<file path="config.mk">
export PLATFORM = sky130hd
export DESIGN_NAME = uart_tx_arbiter
export DESIGN_NICKNAME = d
export VERILOG_FILES = /design/src/rtl/uart_tx_arbiter.sv
export SDC_FILE = /design/constraint.sdc
export NUM_CORES = 1
export LEC_CHECK = 0
export ABC_AREA = 1
export CORE_ASPECT_RATIO = 1.75
export CORE_MARGIN = 2
export CORE_UTILIZATION = 47
export CTS_BUF_LIST = sky130_fd_sc_hd__clkbuf_4
export DETAILED_ROUTE_END_ITERATION = 10
export GPL_TIMING_DRIVEN = 0
export PLACE_DENSITY = 0.81
export SETUP_SLACK_MARGIN = 0.1
export SLEW_MARGIN = 15
export SYNTH_ARGS = -nofsm -noshare
export SYNTH_HDL_FRONTEND = slang
export SYNTH_SLANG_ARGS = --single-unit
</file>
<file path="constraint.sdc">
create_clock -name clk -period 5.9 [get_ports clk]
set_clock_uncertainty 0.1 [all_clocks]
set_input_delay 0.59 -clock clk [delete_from_list [all_inputs] [get_ports clk]]
set_output_delay 0.59 -clock clk [all_outputs]
set_load 0.1 [all_outputs]
</file>
<file path="src/rtl/uart_tx_arbiter.sv">
// Round-robin arbiter sharing one uart_tx serializer between NUM_REQ byte producers.
// Optional `UART_TX_ARB_LOCK_EN adds req_lock for back-to-back packet grants.
module uart_tx_arbiter #(
    parameter int unsigned NUM_REQ        = 4,
    parameter int unsigned GAP_TICKS      = 1,
    parameter int unsigned TIMEOUT_CYCLES = 1024
) (
    input  logic                       clk,
    input  logic                       reset,
    input  logic                       baud_tick,
    input  logic [NUM_REQ-1:0]         req_valid,
    input  logic [8*NUM_REQ-1:0]       req_data,
`ifdef UART_TX_ARB_LOCK_EN
    input  logic [NUM_REQ-1:0]         req_lock,
`endif
    output logic [NUM_REQ-1:0]         req_ready,
    output logic [7:0]                 tx_data,
    output logic                       send_request,
    input  logic                       tx_busy,
    input  logic                       tx_done,
    output logic [$clog2(NUM_REQ)-1:0] grant_id,
    output logic                       arb_busy,
    output logic                       timeout_err
);

    localparam int unsigned IDW = $clog2(NUM_REQ);
    localparam int unsigned WDW = $clog2(TIMEOUT_CYCLES + 1);
    localparam int unsigned GW  = (GAP_TICKS > 0) ? $clog2(GAP_TICKS + 1) : 1;

    localparam logic [WDW-1:0] WD_LIMIT  = WDW'(TIMEOUT_CYCLES);
    localparam logic [GW-1:0]  GAP_LIMIT = GW'(GAP_TICKS);
    localparam logic [IDW-1:0] LAST_ID   = IDW'(NUM_REQ - 1);

    typedef enum logic [2:0] {
        IDLE,
        ISSUE,
        WAIT_START,
        WAIT_DONE,
        GAP
    } state_t;

    state_t             state_q;
    logic [NUM_REQ-1:0] req_ready_q;
    logic [7:0]         tx_data_q;
    logic               send_q;
    logic [IDW-1:0]     grant_q;
    logic               timeout_q;
    logic [IDW-1:0]     rr_q;
    logic [WDW-1:0]     wd_q;
    logic [WDW-1:0]     wd_d;
    logic [GW-1:0]      gap_q;
    logic [GW-1:0]      gap_d;
    logic               busy_q;
`ifdef UART_TX_ARB_LOCK_EN
    logic               lock_hold_q;
`endif

    logic               pick_found;
    logic [IDW-1:0]     pick_idx;
    logic               sel_found;
    logic [IDW-1:0]     sel_idx;
    logic               sel_adv;

    assign wd_d  = wd_q + WDW'(1);
    assign gap_d = gap_q + GW'(1);

    // First valid requester at or after rr_q, wrapping modulo NUM_REQ.
    always_comb begin
        pick_found = 1'b0;
        pick_idx   = '0;
        for (int unsigned i = 0; i < NUM_REQ; i++) begin
            int unsigned idx;
            idx = int'(rr_q) + i;
            if (idx >= NUM_REQ) idx = idx - NUM_REQ;
            if (!pick_found && req_valid[idx]) begin
                pick_found = 1'b1;
                pick_idx   = IDW'(idx);
            end
        end
    end

    always_comb begin
        sel_found = pick_found;
        sel_idx   = pick_idx;
        sel_adv   = 1'b1;
`ifdef UART_TX_ARB_LOCK_EN
        if (lock_hold_q && req_valid[grant_q]) begin
            sel_found = 1'b1;
            sel_idx   = grant_q;
            sel_adv   = 1'b0;
        end
`endif
    end

    always_ff @(posedge clk or posedge reset) begin
        if (reset) begin
            state_q     <= IDLE;
            req_ready_q <= '0;
            tx_data_q   <= '0;
            send_q      <= 1'b0;
            grant_q     <= '0;
            timeout_q   <= 1'b0;
            rr_q        <= '0;
            wd_q        <= '0;
            gap_q       <= '0;
            busy_q      <= 1'b0;
`ifdef UART_TX_ARB_LOCK_EN
            lock_hold_q <= 1'b0;
`endif
        end else begin
            busy_q      <= tx_busy;
            req_ready_q <= '0;
            send_q      <= 1'b0;
            case (state_q)
                IDLE: begin
`ifdef UART_TX_ARB_LOCK_EN
                    lock_hold_q <= 1'b0;
`endif
                    if (sel_found) begin
                        req_ready_q <= {{(NUM_REQ-1){1'b0}}, 1'b1} << sel_idx;
                        tx_data_q   <= req_data[{sel_idx, 3'b000} +: 8];
                        grant_q     <= sel_idx;
                        if (sel_adv) rr_q <= (sel_idx == LAST_ID) ? '0 : sel_idx + IDW'(1);
                        state_q     <= ISSUE;
                    end
                end
                ISSUE: begin
                    send_q  <= 1'b1;
                    wd_q    <= '0;
                    state_q <= WAIT_START;
                end
                WAIT_START: begin
                    if (tx_done) begin
                        gap_q   <= '0;
                        state_q <= GAP;
                    end else if (tx_busy) begin
                        wd_q    <= '0;
                        state_q <= WAIT_DONE;
                    end else if (wd_d == WD_LIMIT) begin
                        timeout_q <= 1'b1;
                        gap_q     <= '0;
                        state_q   <= GAP;
                    end else begin
                        wd_q <= wd_d;
                    end
                end
                WAIT_DONE: begin
                    // tx_done and a busy fall in the same cycle are one completion.
                    if (tx_done || (busy_q && !tx_busy)) begin
                        gap_q   <= '0;
                        state_q <= GAP;
                    end else if (wd_d == WD_LIMIT) begin
                        timeout_q <= 1'b1;
                        gap_q     <= '0;
                        state_q   <= GAP;
                    end else begin
                        wd_q <= wd_d;
                    end
                end
                GAP: begin
                    if (GAP_TICKS == 0 || (baud_tick && gap_d == GAP_LIMIT)) begin
                        state_q <= IDLE;
`ifdef UART_TX_ARB_LOCK_EN
                        lock_hold_q <= req_lock[grant_q];
`endif
                    end else if (baud_tick) begin
                        gap_q <= gap_d;
                    end
                end
                default: state_q <= IDLE;
            endcase
        end
    end

    assign req_ready    = req_ready_q;
    assign tx_data      = tx_data_q;
    assign send_request = send_q;
    assign grant_id     = grant_q;
    assign arb_busy     = (state_q != IDLE);
    assign timeout_err  = timeout_q;

endmodule

</file>
==> results.md <==
* # IOs at between 50 and 60
* CP required at 5.21 ns
* Startpoint Class: flop
* HPWL after detailed placement at ~4300 um
* Fillers at around 460
* Post-route DRC at 0
* CTS Buf Count at 5
* Hold Fails Final Rpt at 0
* DRT Pass-1 Iters at 4
* Fmax at between 300 and 400 MHz
* Sequential element share of the synthesized area at 34.9%
* CP arrival at 2.29 ns
* Predominant post-synthesis flop cell: dfrtp_1
* Fraction of layout cells with a size suffix above 1 at 13.2%
* Clk_lat worst skew at between 0.3 and 0.4 ns
* Post-route ant nets at 0
* Initial antenna violation count at 0
* Core Rows at 34
* Post-synth ARST share at between 90% and 100%
* PortBufs at 57
* Mapped cell area at 0.00244 mm2
* DRT iter0 DRCs at 82
* Cell with the most instances after synthesis: nand2_1
* H-tree depth at 2
* Final Max Tran Viols at 0
* Post-DR vias/cell at 5.06
* Total negative slack at 0 ns
* Post-CTS Resized at 0
* Initial core utilization at 49.0%
* Slew @ Worst Pin at 0.990 ns
* CTS tree: done
* First-pass GRT wire length at 9580 um
* Routed length per placed instance at 11.6 um
* # setup viols final at 0
* RePlAce Congestion at 0.878
* Outcome: finished, final reports clean
* Max Root-Sink Buffers at 2
* Die Ht at 99.3 um
* Routed vias at 2376
* Synth area leaders: dfrtp_1, nand2_1, inv_1
* Setup bufs post-CTS at 0
* Unrepaired setup endpoints after global routing: no
* Syn_nets at approximately 400
* Final Cycle Share at 50.4%
* Area Overhead vs Synth at 30.5%
* CTS Root Cell: clkbuf_4
* Commonest cells post-synth: nand2_1, inv_1, nor2_1
* Gate Count Post-Synth at 351
* Share of the synthesized area in the top cell type at 34.9%
* Worst-path clk slew at 0.12 ns
* Kind of critical path: flop to output port
* Die W at 58.5 um
* Worst Path Max Fanout at 4
* Total track usage at a little over a fifth
* Clock sink count at 34
* Final wirelength at 5480 um
* Max-slew headroom at roughly 34%
* Post-synth top area cell: dfrtp_1
* Max_cap viols at 0
* Cts hold-fix bufs at 0
* Tmin final at 2.98 ns
* Total gr overflow at 0
* HP Class: flop to flop
* Yosys warns at 0
* Core area at 0.00498 mm2
* Worst Setup End Kind: output port
* Largest net degree at the start of global routing at 35
* Netlist cell types at 31
* Die area at 0.00580 mm2
* EDFF count, synth at 0
* Fin nets at 461
* Vias in the first global route at 2346
* Syn avg cell area at roughly 7 um2
* Synth Register Bits at 34
* N_diodes at 0
-- final timing paths --
kind	from	end	slack [ns]	depth (start not counted)
max in group asynchronous	reset	tx_data[6]	4.68	2
setup reg to reg	wd_q[0]	wd_q[9]	3.55	12
hold / removal	timeout_err	timeout_err	0.40	1
hold reg to reg	timeout_err	timeout_err	0.40	1
min in group asynchronous	reset	wd_q[5]	0.56	2
setup / recovery	state_q[1]	arb_busy	2.92	5
-- kinds of logic after synthesis --
group	Yosys count	share of synthesized area, %
flops	34	34.9
simple gates	229	44.6
compound gates	24	5.39
xor+xnor	4	1.44
buf+inv	55	11.1
fa+ha+maj	5	2.57
-- cells in the final DEF (no fill, tap or decap), drive strengths merged --
| cell type | Yosys | layout |
|---|---|---|
| xnor2 | 1 | 1 |
| nand3b | 1 | 1 |
| o21bai | 1 | 1 |
| a21boi | 1 | 1 |
| clkinv | 0 | 1 |
| o21ai | 16 | 16 |
| nand4 | 4 | 4 |
| nand3 | 29 | 29 |
| ha | 5 | 5 |
| nor2 | 47 | 47 |
| buf | 7 | 7 |
| nor3 | 6 | 6 |
| a221oi | 1 | 1 |
| xor2 | 3 | 3 |
| a21oi | 4 | 4 |
| clkbuf | 0 | 5 |
| clkdlybuf4s50 | 0 | 57 |
| bufinv | 0 | 2 |
| nand2 | 142 | 142 |
| o211ai | 1 | 1 |
| dfrtp | 34 | 34 |
| inv | 48 | 48 |
-- critical path, cell delays in order (launching register included) --
cell and delay, ns:
dfrtp_1 0.42, nor2_1 0.11, inv_1 0.06, nor2_1 0.25, inv_1 0.11, clkdlybuf4s50_1 0.98
-- cell type report --
cell class              instances  area (um2)  share of cell area (%)
multi-input cells             262        1320                    41.4
flip-flops and latches         34         851                    26.7
repair buffers                 57         571                    17.9
inverters                      48         190                    5.97
plain buffers                   7        81.3                    2.56
clock inverters                 3        68.8                    2.16
well taps                      54        67.6                    2.12
clock buffers                   5        37.5                    1.18
-- state kept, by name, indices dropped and copies added (netlist names) --
signal,flops
wd_q,11
tx_data,8
req_ready,4
state_q,3
grant_id,2
rr_q,2
busy_q,1
gap_q,1
send_request,1
timeout_err,1
-- per-stage QoR --
stage | cells | setup slack (ns) | hold WS [ns] | util, % | area (um2)
global route | 470 | 2.81 | 0.425 | 64.0 | 3180
CTS | 470 | 2.91 | 0.405 | 64.0 | 3180
floorplan | 351 | 3.81 | 0.372 | - | 2440
finish | 470 | 2.92 | 0.398 | 64.0 | 3180
detailed placement | 462 | 3.22 | 0.374 | 61.8 | 3080
global placement | 462 | 3.28 | 0.377 | 61.8 | 3080
-- routing by layer --
layer | wire (um) | track usage (%) | vias up
li1 | - | - | 1213
met1 | 2070 | 20.4 | 1079
met2 | 3000 | 40.4 | 70
met3 | 255 | 4.81 | 14
met4 | 150 | 9.30 | 0
met5 | 0 | 0 | -
Power is left out: the tool's default activity adds up to more than one toggle a clock period on the data nets, which glitch-free logic cannot reach.
==> RTL change (config.mk and constraints unchanged) <==
The option `UART_TX_ARB_LOCK_EN` is turned on by a define.
--- a/src/rtl/uart_tx_arbiter.sv
+++ b/src/rtl/uart_tx_arbiter.sv
@@ -1,5 +1,7 @@
 // Round-robin arbiter sharing one uart_tx serializer between NUM_REQ byte producers.
 // Optional `UART_TX_ARB_LOCK_EN adds req_lock for back-to-back packet grants.
+`define UART_TX_ARB_LOCK_EN
+
 module uart_tx_arbiter #(
     parameter int unsigned NUM_REQ        = 4,
     parameter int unsigned GAP_TICKS      = 1,
Interface: changed (added req_lock); port bits go from 58 to 62. No check against the original RTL was run, so the function may have changed too.
==> RTL change against the unedited design <==
  * Area after synthesis up 8.9%
  * Cell area rose by 7.3%
  * Setup slack better by 0.039 ns
  * Sequential cell count up 1
  * First-iteration DRC count rose by 70%
  * Critical path depth unchanged
  * Via count rose by 9.6%
  * Routed wire length is 11% higher
  * Core utilization is 1.8 points lower
  * Die area increased by 8.4%
  * Synthesized cell count increased by 13%
  * Sequential share of layout area decreased by 1.1 points
  * Critical path type unchanged
Power is not shown: default switching activity piles up to over one toggle a cycle in this logic, so the estimate is an artifact.
==> RTL change: results (changes against the unedited design) <==
startpoint: "state_q[0]"
drive_above_1_share: 0.105  # -0.0271
synth_nets: 447  # +13%
post_cts_buffers: 0  # unchanged
synth_common_cells: "nand2_1 (115), inv_1 (70), nor2_1 (43)"
cts.path.max_buffers: 2  # unchanged
yosys_most_used_dff: "dfrtp_1"
min-delay-start: "state_q[1]"
clk_latency_ns: 0.33  # -0.02 ns
numPortBuffers: 61  # +7.0%
track_usage: 0.208  # -0.00362
grtUsageMet2: 0.409  # +0.00497
grt_pass1_wl_um: 10100  # +5.2%
rr_worst_depth: 11  # -1
seq_area_frac_synth: 0.330  # -0.0192
crit_fanout: 5  # +1
drt_iter0_markers: 139  # +70%
worst_pin_slew_ns: 0.988  # -0.00151 ns
place_hpwl_um: 4960  # +16%
arrival_ns: 2.25  # -0.04 ns
synth_cell_types: 35  # +13%
dr_total_vias: 2605  # +9.6%
grt_pass1_vias: 2472  # +5.4%
fin_nets: 515  # +12%
cts_htree_levels: 2  # unchanged
cts-root-buf: "clkbuf_4"
wl_um: 6090  # +11%
drc_errors: 0  # unchanged
fillers: 531  # +16%
clk_pin_slew_ns: 0.11
use_met1: 0.211  # +0.00717
r2r_setup_slack_ns: 3.57  # +0.02 ns
largest_reg_flops: 11  # unchanged
synth_area_leaders: "dfrtp_1 (33%), nand2_1 (16%), inv_1 (9.9%)"
status: "completed"
post_cts_resized: 0  # unchanged
gp_congestion: 0.899  # +2.3%
grt_start_max_net_pins: 36  # +2.9%
hold_class: "register to register"
grt_use_met3: 0.0199  # -0.0282
RTL change: cell families (layout without fill, tap and decap cells):
group                      count (synthesis)  after routing  synth area share
xor gates and xnor gates                   7              7            0.0259
AOI/OAI and AO/OA                         28             28            0.0617
buffers and inverters                     86            155             0.143
DFF                                       35             35             0.330
adders and majority gates                  5              5            0.0236
and+or+nand+nor                          236            236             0.416
RTL change: area by class of cell:
| type | instances | area (um^2) | share of cell area |
|---|---|---|---|
| Multi-Input combinational cell | 276 | 1400 | 0.410 |
| Sequential cell | 35 | 876 | 0.257 |
| Timing Repair Buffer | 61 | 611 | 0.179 |
| Inverter | 76 | 285 | 0.0835 |
| Tap cell | 76 | 95.1 | 0.0278 |
| Buffer | 10 | 93.8 | 0.0275 |
| Clock buffer | 6 | 45.0 | 0.0132 |
| Clock inverter | 2 | 7.51 | 0.00220 |
RTL change: worst paths after layout:
kind / end
setup / recovery: arb_busy
hold / removal: send_request
setup reg to reg: wd_q[4]
hold reg to reg: send_request
max in group asynchronous: wd_q[2]
min in group asynchronous: busy_q
RTL change: stage by stage:
step	hold WS, ns	util	setup slack [ns]	instance area [um^2]	instances
2_1_floorplan	0.332	-	3.29	2660	397
3_3_place_gp	0.357	0.612	3.16	3360	534
3_5_place_dp	0.370	0.612	3.11	3360	534
4_1_cts	0.387	0.621	2.95	3410	542
5_1_grt	0.392	0.621	2.82	3410	542
6_report	0.391	0.621	2.96	3410	542
RTL change: worst max-delay path, stage by stage (launching register included):
cell and delay (ns):
dfrtp_1 0.43, nor2_1 0.09, inv_1 0.07, nor2_1 0.06, inv_1 0.12, clkdlybuf4s50_1 1.14
RTL change: layer usage:
| metal | vias to the layer above | share of wire |
|---|---|---|
| met5 | - | 0 |
| met4 | 0 | 0.025 |
| met3 | 12 | 0.026 |
| met2 | 63 | 0.57 |
| met1 | 1179 | 0.38 |
| li1 | 1351 | - |
